## src/rtl/opsum_requant.sv

```systemverilog
// Opsum requantizer: reads 32-bit opsums from the GLB, rescales each to int8,
// packs four per word and writes them back through the shared GLB port.
module opsum_requant #(
  parameter int unsigned ADDR_W = 32,
  parameter int unsigned CNT_W  = 16
) (
  input  logic              clk,
  input  logic              rst,
  input  logic              start,
  input  logic [ADDR_W-1:0] src_addr,
  input  logic [ADDR_W-1:0] dst_addr,
  input  logic [CNT_W-1:0]  num_words,
  input  logic [15:0]       scale,
  input  logic [4:0]        shift,
  input  logic [7:0]        zero_point,
  input  logic              relu_en,
  output logic              done,
  output logic              busy,
  output logic              glb_en,
  output logic [3:0]        glb_we,
  output logic [ADDR_W-1:0] glb_addr,
  output logic [31:0]       glb_wdata,
  input  logic [31:0]       glb_rdata
);

  localparam int unsigned PROD_W = 48;
  localparam int unsigned SUM_W  = PROD_W + 1;

  localparam logic [2:0] S_IDLE = 3'd0;
  localparam logic [2:0] S_RD   = 3'd1;
  localparam logic [2:0] S_CAP  = 3'd2;
  localparam logic [2:0] S_Q    = 3'd3;
  localparam logic [2:0] S_WR   = 3'd4;
  localparam logic [2:0] S_DONE = 3'd5;

  logic [2:0]        state_q, state_d;
  logic [CNT_W-1:0]  idx_q, idx_d;
  logic [CNT_W-1:0]  cnt_q, cnt_d;
  logic [ADDR_W-1:0] rd_addr_q, rd_addr_d;
  logic [ADDR_W-1:0] wr_addr_q, wr_addr_d;
  logic [15:0]       scale_q, scale_d;
  logic [4:0]        shift_q, shift_d;
  logic [7:0]        zp_q, zp_d;
  logic              relu_q, relu_d;
  logic [31:0]       psum_q, psum_d;
  logic [31:0]       pack_q, pack_d;
  logic [3:0]        mask_q, mask_d;

  logic              done_q, done_d;
  logic              busy_q, busy_d;
  logic              en_q, en_d;
  logic [3:0]        we_q, we_d;
  logic [ADDR_W-1:0] addr_q, addr_d;
  logic [31:0]       wdata_q, wdata_d;

  logic [1:0]               lane;
  logic                     last;
  logic signed [31:0]       psum_s;
  logic signed [16:0]       scale_s;
  logic signed [7:0]        zp_s;
  logic signed [PROD_W-1:0] prod, rnd, r_sh, r_rl;
  logic signed [SUM_W-1:0]  s_ext;
  logic [7:0]               y;

  assign lane = idx_q[1:0];
  assign last = (idx_q == (cnt_q - CNT_W'(1)));

  // Rescale: multiply, round-half-up shift, optional ReLU, zero point, saturate
  always_comb begin
    psum_s  = $signed(psum_q);
    scale_s = $signed({1'b0, scale_q});
    zp_s    = $signed(zp_q);
    prod    = PROD_W'(psum_s) * PROD_W'(scale_s);
    rnd     = (shift_q == 5'd0) ? '0 : (PROD_W'(1) <<< (shift_q - 5'd1));
    r_sh    = (prod + rnd) >>> shift_q;
    r_rl    = (relu_q && r_sh[PROD_W-1]) ? '0 : r_sh;
    s_ext   = SUM_W'(r_rl) + SUM_W'(zp_s);
    if (s_ext > SUM_W'(127)) begin
      y = 8'h7F;
    end else if (s_ext < -SUM_W'(128)) begin
      y = 8'h80;
    end else begin
      y = s_ext[7:0];
    end
  end

  // Next-state and next-output logic
  always_comb begin
    state_d   = state_q;
    idx_d     = idx_q;
    cnt_d     = cnt_q;
    rd_addr_d = rd_addr_q;
    wr_addr_d = wr_addr_q;
    scale_d   = scale_q;
    shift_d   = shift_q;
    zp_d      = zp_q;
    relu_d    = relu_q;
    psum_d    = psum_q;
    pack_d    = pack_q;
    mask_d    = mask_q;
    en_d      = 1'b0;
    we_d      = 4'b0000;
    addr_d    = addr_q;
    wdata_d   = wdata_q;

    case (state_q)
      S_IDLE: begin
        if (start) begin
          cnt_d     = num_words;
          scale_d   = scale;
          shift_d   = shift;
          zp_d      = zero_point;
          relu_d    = relu_en;
          rd_addr_d = src_addr;
          wr_addr_d = dst_addr;
          if (num_words == '0) begin
            state_d = S_DONE;
          end else begin
            idx_d   = '0;
            pack_d  = '0;
            mask_d  = '0;
            state_d = S_RD;
          end
        end
      end
      S_RD: state_d = S_CAP;
      S_CAP: begin
        psum_d  = glb_rdata;
        state_d = S_Q;
      end
      S_Q: begin
        pack_d[{lane, 3'b000} +: 8] = y;
        mask_d[lane] = 1'b1;
        idx_d     = idx_q + CNT_W'(1);
        rd_addr_d = rd_addr_q + ADDR_W'(4);
        state_d   = (lane == 2'd3 || last) ? S_WR : S_RD;
      end
      S_WR: begin
        pack_d    = '0;
        mask_d    = '0;
        wr_addr_d = wr_addr_q + ADDR_W'(4);
        state_d   = (idx_q != cnt_q) ? S_RD : S_DONE;
      end
      S_DONE: state_d = S_IDLE;
      default: state_d = S_IDLE;
    endcase

    // GLB strobes are registered from the state being entered
    if (state_d == S_RD) begin
      en_d   = 1'b1;
      addr_d = rd_addr_d;
    end else if (state_d == S_WR) begin
      en_d    = 1'b1;
      we_d    = mask_d;
      addr_d  = wr_addr_q;
      wdata_d = pack_d;
    end
    done_d = (state_d == S_DONE);
    busy_d = (state_d != S_IDLE);
  end

  always_ff @(posedge clk or posedge rst) begin
    if (rst) begin
      state_q   <= S_IDLE;
      idx_q     <= '0;
      cnt_q     <= '0;
      rd_addr_q <= '0;
      wr_addr_q <= '0;
      scale_q   <= '0;
      shift_q   <= '0;
      zp_q      <= '0;
      relu_q    <= 1'b0;
      psum_q    <= '0;
      pack_q    <= '0;
      mask_q    <= '0;
      done_q    <= 1'b0;
      busy_q    <= 1'b0;
      en_q      <= 1'b0;
      we_q      <= '0;
      addr_q    <= '0;
      wdata_q   <= '0;
    end else begin
      state_q   <= state_d;
      idx_q     <= idx_d;
      cnt_q     <= cnt_d;
      rd_addr_q <= rd_addr_d;
      wr_addr_q <= wr_addr_d;
      scale_q   <= scale_d;
      shift_q   <= shift_d;
      zp_q      <= zp_d;
      relu_q    <= relu_d;
      psum_q    <= psum_d;
      pack_q    <= pack_d;
      mask_q    <= mask_d;
      done_q    <= done_d;
      busy_q    <= busy_d;
      en_q      <= en_d;
      we_q      <= we_d;
      addr_q    <= addr_d;
      wdata_q   <= wdata_d;
    end
  end

  assign done      = done_q;
  assign busy      = busy_q;
  assign glb_en    = en_q;
  assign glb_we    = we_q;
  assign glb_addr  = addr_q;
  assign glb_wdata = wdata_q;

endmodule

```

## config.mk

```make
export PLATFORM = sky130hd
export DESIGN_NAME = opsum_requant
export DESIGN_NICKNAME = d
export VERILOG_FILES = /design/src/rtl/opsum_requant.sv
export SDC_FILE = /design/constraint.sdc
export NUM_CORES = 2
export LEC_CHECK = 0
export CORE_MARGIN = 2
export CORE_UTILIZATION = 57
export DETAILED_ROUTE_END_ITERATION = 10
export MAX_ROUTING_LAYER = met4
export PLACE_DENSITY_LB_ADDON = 0.12
export SYNTH_ARGS = -nofsm -noshare
export SYNTH_HDL_FRONTEND = slang
export SYNTH_SLANG_ARGS = --single-unit
```

## constraint.sdc

```tcl
create_clock -name clk -period 10.8 [get_ports clk]
set_clock_uncertainty 0.15 [all_clocks]
set_input_delay 2.7 -clock clk [delete_from_list [all_inputs] [get_ports clk]]
set_output_delay 2.7 -clock clk [all_outputs]
set_load 0.05 [all_outputs]
```

Word level (Yosys, flattened, before mapping)
Cells that the tools add are included.
Widths: inputs -> output; s select.
{"block": "totals", "ff_bits": 268, "output_inout_bits": 71, "inputBits": 145}
{"block": "op_classes", "add_sub_neg": 8, "muxes": 31, "reduce_logical": 14, "n_lt_le_gt_ge": 4, "shifts": 4, "eq_ne": 12, "bitwise_logic": 2, "n_mul": 1}
{"operator": "$mux 32", "n": 6}
{"operator": "$pmux 32 s2", "n": 2}
{"operator": "$mux 48", "n": 2}
{"operator": "$pmux 32 s3", "n": 1}
{"operator": "$add 32x3->32 const B", "n": 2}
{"operator": "$add 48x8->49", "n": 1}
{"operator": "$gt 49x8->1 const B", "n": 1}
{"operator": "$lt 49x8->1 const B", "n": 1}
{"operator": "$add 48x48->48", "n": 1}
{"operator": "$mul 32x17->48", "n": 1}
{"operator": "$sshl 1x5->48 const A", "n": 1}
{"operator": "$sshr 48x5->48", "n": 1}
{"operator": "$bwmux 32", "n": 1}
{"operator": "$mux 16", "n": 2}
{"operator": "$pmux 16 s2", "n": 1}
{"operator": "$shift 8x7->32 const A", "n": 1}
{"operator": "$shiftx 8x7->32", "n": 1}
{"operator": "$add 16x1->16 const B", "n": 1}
{"operator": "$eq 16x16->1", "n": 1}
{"operator": "$logic_not 16->1", "n": 1}
{"operator": "$mux 4", "n": 4}
{"operator": "$mux 8", "n": 2}
{"operator": "$ne 16x16->1", "n": 1}
{"operator": "$sub 16x1->16 const B", "n": 1}
{"operator": "24 further kinds", "n": 39}

Logic depth before layout (Yosys ltp)
{"block": "depth", "ltp_word": 14, "mapped_depth": 44, "depth_no_buf": 39}

Worst setup path after synthesis
OpenSTA, ideal clock, no wires.
{"block": "synth_path", "path_type": "reg2reg", "startpoint": "reg shift_q[0]", "endpoint": "reg wdata_q[14] (netlist: glb_wdata[14])", "required_ns": 10.511, "path_buffers": 3, "t_arrival_ns": 10.861, "slack_ns": -0.350, "setup_ns": 0.139, "stages_incl_launch_ff": 40, "cell_sequence": "dfrtp_1 > clkbuf_1 > clkinv_1 > buf_1 > clkbuf_1 > nand2_1 > nor3_1 > fa_1 > inv_1 > fa_1 > fa_1 > inv_1 > ha_1 > inv_1 > fa_1 > inv_1 > ha_1 > and3_1 > [... 4 more ...] > mux2_2 > or2_2 > a222oi_1 > o21ai_0 > a221o_1 > o2bb2ai_1 > ha_1 > a21oi_1 > o21ai_0 > a21o_1 > or4_4 > o21ai_2 > xnor2_1 > or4b_1 > nor3_1 > nand4_4 > o41ai_4 > o31ai_1"}
{"block": "synth_via", "elab_chain_cells": 14, "word_cells_on_any_way": 16, "cone_classes": "add/sub: 3; order compare: 2; shift: 3; mux: 6; reduce/logical: 2"}
{"item": "from (decl)", "line": "42", "source": "logic [4:0] shift_q, shift_d;"}
{"item": "from (signal assigned)", "line": "189", "source": "shift_q <= shift_d;"}
{"item": "$sub 5x1->5", "line": "74", "source": "rnd = (shift_q == 5'd0) ? '0 : (PROD_W'(1) <<< (shift_q - 5'd1));"}
{"item": "$sshl 1x5->48", "line": "74"}
{"item": "$mux 48", "line": "74"}
{"item": "$add 48x48->48", "line": "75", "source": "r_sh = (prod + rnd) >>> shift_q;"}
{"item": "$sshr 48x5->48 (*)", "line": "75"}
{"item": "$logic_and 1x1->1", "line": "76", "source": "r_rl = (relu_q && r_sh[PROD_W-1]) ? '0 : r_sh;"}
{"item": "$mux 48 (*)", "line": "76"}
{"item": "$add 48x8->49 (*)", "line": "77", "source": "s_ext = SUM_W'(r_rl) + SUM_W'(zp_s);"}
{"item": "$lt 49x8->1", "line": "80", "source": "end else if (s_ext < -SUM_W'(128)) begin"}
{"item": "$mux 8", "line": "80"}
{"item": "$mux 8 (*)", "line": "78", "source": "if (s_ext > SUM_W'(127)) begin"}
{"item": "$shiftx 8x7->32 (*)", "line": "132", "source": "pack_d[{lane, 3'b000} +: 8] = y;"}
{"item": "$bwmux 32 (*)", "line": "132"}
{"item": "$pmux 32 s3 (*)", "line": "106", "source": "case (state_q)"}
{"item": "to (signal assigned)", "line": "200", "source": "wdata_q <= wdata_d;"}
{"item": "to (decl)", "line": "54", "source": "logic [31:0] wdata_q, wdata_d;"}
Mark *: on every way between the ends. The rest lies on a longest branch, timed or not.
A chain may end at the register's enable or synchronous reset.

Final worst setup path
{"block": "layout_path", "startpoint": "reg scale_q[7]", "endpoint": "reg wdata_q[27] (netlist: glb_wdata[27])"}
{"block": "layout_via", "elab_chain_cells": 12, "word_cells_on_any_way": 13, "cone_classes": "add/sub: 2; mul: 1; order compare: 2; shift: 2; mux: 5; reduce/logical: 1"}
{"item": "from (decl)", "line": "41", "source": "logic [15:0] scale_q, scale_d;"}
{"item": "from (signal assigned)", "line": "188", "source": "scale_q <= scale_d;"}
{"item": "$mul 32x17->48 (*)", "line": "73", "source": "prod = PROD_W'(psum_s) * PROD_W'(scale_s);"}
{"item": "$add 48x48->48 (*)", "line": "75"}
{"item": "$sshr 48x5->48 (*)", "line": "75"}
{"item": "$logic_and 1x1->1", "line": "76"}
{"item": "$mux 48 (*)", "line": "76"}
{"item": "$add 48x8->49 (*)", "line": "77"}
{"item": "$lt 49x8->1", "line": "80"}
{"item": "$mux 8", "line": "80"}
{"item": "$mux 8 (*)", "line": "78"}
{"item": "$shiftx 8x7->32 (*)", "line": "132"}
{"item": "$bwmux 32 (*)", "line": "132"}
{"item": "$pmux 32 s3 (*)", "line": "106"}
Marked as above.

==> flow_metrics.tcl <==
set metrics [dict create \
    ctsHoldBuffers 0 \
    critPathArrivalTime_ns 11.43 \
    fp.dieH_um 264 \
    via_per_inst 5.94 \
    drive_above_1_share_pct 24.3 \
    layout.nets 5908 \
    clk-insertion-delay-late_ns 0.59 \
    ys_seq_elements 268 \
    grt_pass1_vias 36500 \
    status "finished, violations left" \
    drt-total-wl_um 123000 \
    synth_ff_type "dfrtp_1" \
    seq_area_um2 6720 \
    die-area_um2 69700 \
    post_synth_num_cell_types 113 \
    fillers 5014 \
    r2r_start "scale_q[7]$_DFFE_PP0P_" \
    endpoint_kind "register" \
    reg2regPathDepth 41 \
    crit_start "scale_q[7]$_DFFE_PP0P_" \
    max_stage_delay_ns 0.58 \
    vias 35500 \
    place.gp.congestion 1.01 \
    synthesis.area_um2 38500 \
    finalCritPeriodShare_pct 103 \
    root_buffer "clkbuf_16" \
    synth_top_area_cell "fa_1" \
    grt_pass1_wl_um 197000 \
    slew_headroom_pct 25.2 \
    dp_slack_ns -0.939 \
    cpMostUsedCell "buf_4" \
    drv_cap 0 \
    drt-initial-drc-count 3303 \
    layout_common_cells "buf_4, nand2_1, fa_1, inv_1, and2_1" \
    pin_count 216 \
    worstReg2RegEnd "glb_wdata[27]$_DFFE_PP0P_" \
    track_usage_pct 36.4 \
    synth-xor-area-share_pct 2.98 \
    antenna_left 0 \
    fmax_mhz 89.9 \
    cts_buffers 34 \
    hold_viol 0 \
    slew_violations 0 \
    area_growth_syn_to_layout_pct 29.0 \
    avgRoutedWirePerCell_um 20.5 \
    clk_path_buf_depth 3 \
    violations "setup timing" \
    worstPathMaxFanout 28 \
    setup_violations 56 \
    ys_warn_count 0 \
    synth_top_area_share_pct 26.8 \
    crit_required_ns 11.10 \
    cp.depth 41 \
    grt.overflow.total 0 \
    synth_top_family_by_area "adder cells" \
    post-route-min-period_ns 11.13 \
    synth.area.mux_share_pct 3.98 \
    io_buffers 215 \
    async_flop_share_pct 100 \
    die_w_um 264 \
    multiInputGateArea_um2 30800 \
    rsz0062_at_grt "true" \
    layout_commonest_cell "buf_4" \
    cts.sinks 268 \
    yosys.area_share.simple_pct 20.4 \
    hold_path.class "reg -> reg" \
    synth_edf_count 0 \
    cp-endpoint "glb_wdata[27]$_DFFE_PP0P_" \
    htree_levels 2 \
    start_util_pct 57.5 \
    synth_area_leaders "fa_1, dfrtp_1, nand2_1" \
    tightest_slew_ns 1.12 \
    syn_nets 5201 \
    synth.avg_cell_area_um2 8.83 \
    place_hpwl_um 93800 \
    clk_pin_slew_ns 0.07 \
    drc 0 \
    core_um2 67000 \
    start_kind "register" \
    num_rows 95 \
    slowest_stage "fa_2" \
    syn_inst 4365 \
    cts_tree "built" \
    reg2reg_slack_ns -0.33 \
    grt_max_degree 161 \
    path_class "reg -> reg" \
    path_delay_family "adder cells" \
    timing.final.ws_setup_ns -0.329 \
    yosysSeqAreaShare_pct 17.4 \
    synth_fa_ha_area_share_pct 32.5 \
    synth_compound_area_share_pct 15.0 \
    cp.buffers_inverters 10 \
    antenna_found_initial 5 \
    dr.pass1.iters 6 \
]
[sequential cells by signal (all words and copies together), names as in the netlist, 4 cells and up]
register and count:
idx_q 16, scale_q 16, psum_q 32, glb_addr 32
pack_q 32, cnt_q 16, shift_q 5, glb_wdata 32
wr_addr_q 32, rd_addr_q 32, mask_q 4, zp_q 8
glb_we 4
[logic make-up after synthesis]
| logic type | Yosys count |
|---|---|
| AOI/OAI and AO/OA | 832 |
| other | 1 |
| muxes | 119 |
| adders and majority gates | 691 |
| DFF | 268 |
| xor gates and xnor gates | 131 |
| buffers and inverters | 749 |
| and+or+nand+nor | 1574 |
[cells in the mapped netlist, types with 14 or more instances]
| library cell | n |
|---|---|
| nor2_1 | 235 |
| mux2_2 | 54 |
| buf_1 | 17 |
| o21bai_1 | 16 |
| nor3_1 | 64 |
| nand2_1 | 587 |
| a211oi_1 | 44 |
| a21o_1 | 54 |
| xor2_1 | 53 |
| o21a_1 | 21 |
| o21ai_0 | 138 |
| nand2b_1 | 19 |
| fa_1 | 516 |
| nand3_1 | 72 |
| a221o_1 | 40 |
| nor2b_1 | 14 |
| and3_1 | 34 |
| and2b_2 | 27 |
| a31oi_1 | 22 |
| mux4_2 | 22 |
| a21oi_1 | 220 |
| mux2i_1 | 43 |
| o22ai_1 | 15 |
| nor4_1 | 28 |
| xnor2_1 | 78 |
| or2_2 | 18 |
| inv_1 | 490 |
| ha_1 | 175 |
| and2_1 | 333 |
| dfrtp_1 | 268 |
| o31ai_1 | 68 |
| nand4_1 | 58 |
| o211ai_1 | 34 |
| clkbuf_1 | 213 |
| or3_1 | 28 |
[metrics by stage]
step / cells / instance area (um^2) / TNS (ns) / utilization (%) / hold slack (ns)
final: 5975 / 49700 / -15.35 / 74.2 / 0.330
after global routing: 5975 / 49700 / -33.89 / 74.2 / 0.357
after CTS: 5938 / 48400 / -9.18 / 72.2 / 0.326
after detailed placement: 5833 / 45800 / -51.51 / 68.4 / 0.311
after global placement: 5833 / 45800 / -44.73 / 68.4 / 0.302
after floorplan: 4365 / 38500 / 0 / - / 0.289
[tightest hold or removal path, stage by stage (launching register included)]
cell and delay [ns]:
dfrtp_1 0.34, nand2_1 0.05, nand2_1 0.05
[routing by layer]
metal  up-vias  wire, um  share of wire (%)  global-route usage, %
met5         -         0                  0                      -
met4         0      4450                3.6                   11.3
met3       256      7990                6.5                   4.32
met2      1367     58900                 48                   59.0
met1     17800     51300                 42                   48.1
li1      16100         -                  -                      -
[how the worst min path moves through the flow]
stage	start	endpoint	cells after the start
after floorplan	rd_addr_q[0]$_DFF_PP0_	rd_addr_q[0]$_DFF_PP0_	2
after CTS	pack_q[11]$_DFF_PP0_	pack_q[11]$_DFF_PP0_	2
after global routing	pack_q[11]$_DFF_PP0_	pack_q[11]$_DFF_PP0_	2
final	zp_q[7]$_DFFE_PP0P_	zp_q[7]$_DFFE_PP0P_	2
after global placement	rd_addr_q[1]$_DFF_PP0_	rd_addr_q[1]$_DFF_PP0_	2
after detailed placement	pack_q[19]$_DFF_PP0_	pack_q[19]$_DFF_PP0_	2
[cell type report]
type | instances | area share [%]
diodes | 5 | 0.0252
clock buffers | 42 | 1.85
clock inverters | 19 | 0.483
inverters | 492 | 3.74
multi-input cells | 3348 | 62.0
flip-flops and latches | 268 | 13.5
well taps | 873 | 2.20
repair buffers | 928 | 16.2
[repair_timing]
action / 4_1_cts / 5_1_grt
endpoints found under the setup margin: 60 / 64
pin swaps: 53 / 130
gates resized for setup: 189 / 208
hold endpoints to repair: 0 / 0
gates cloned: 5 / 0
buffers inserted: 40 / 32
Power is left out: the tool's default activity adds up to more than one toggle a clock period on the data nets, which glitch-free logic cannot reach.
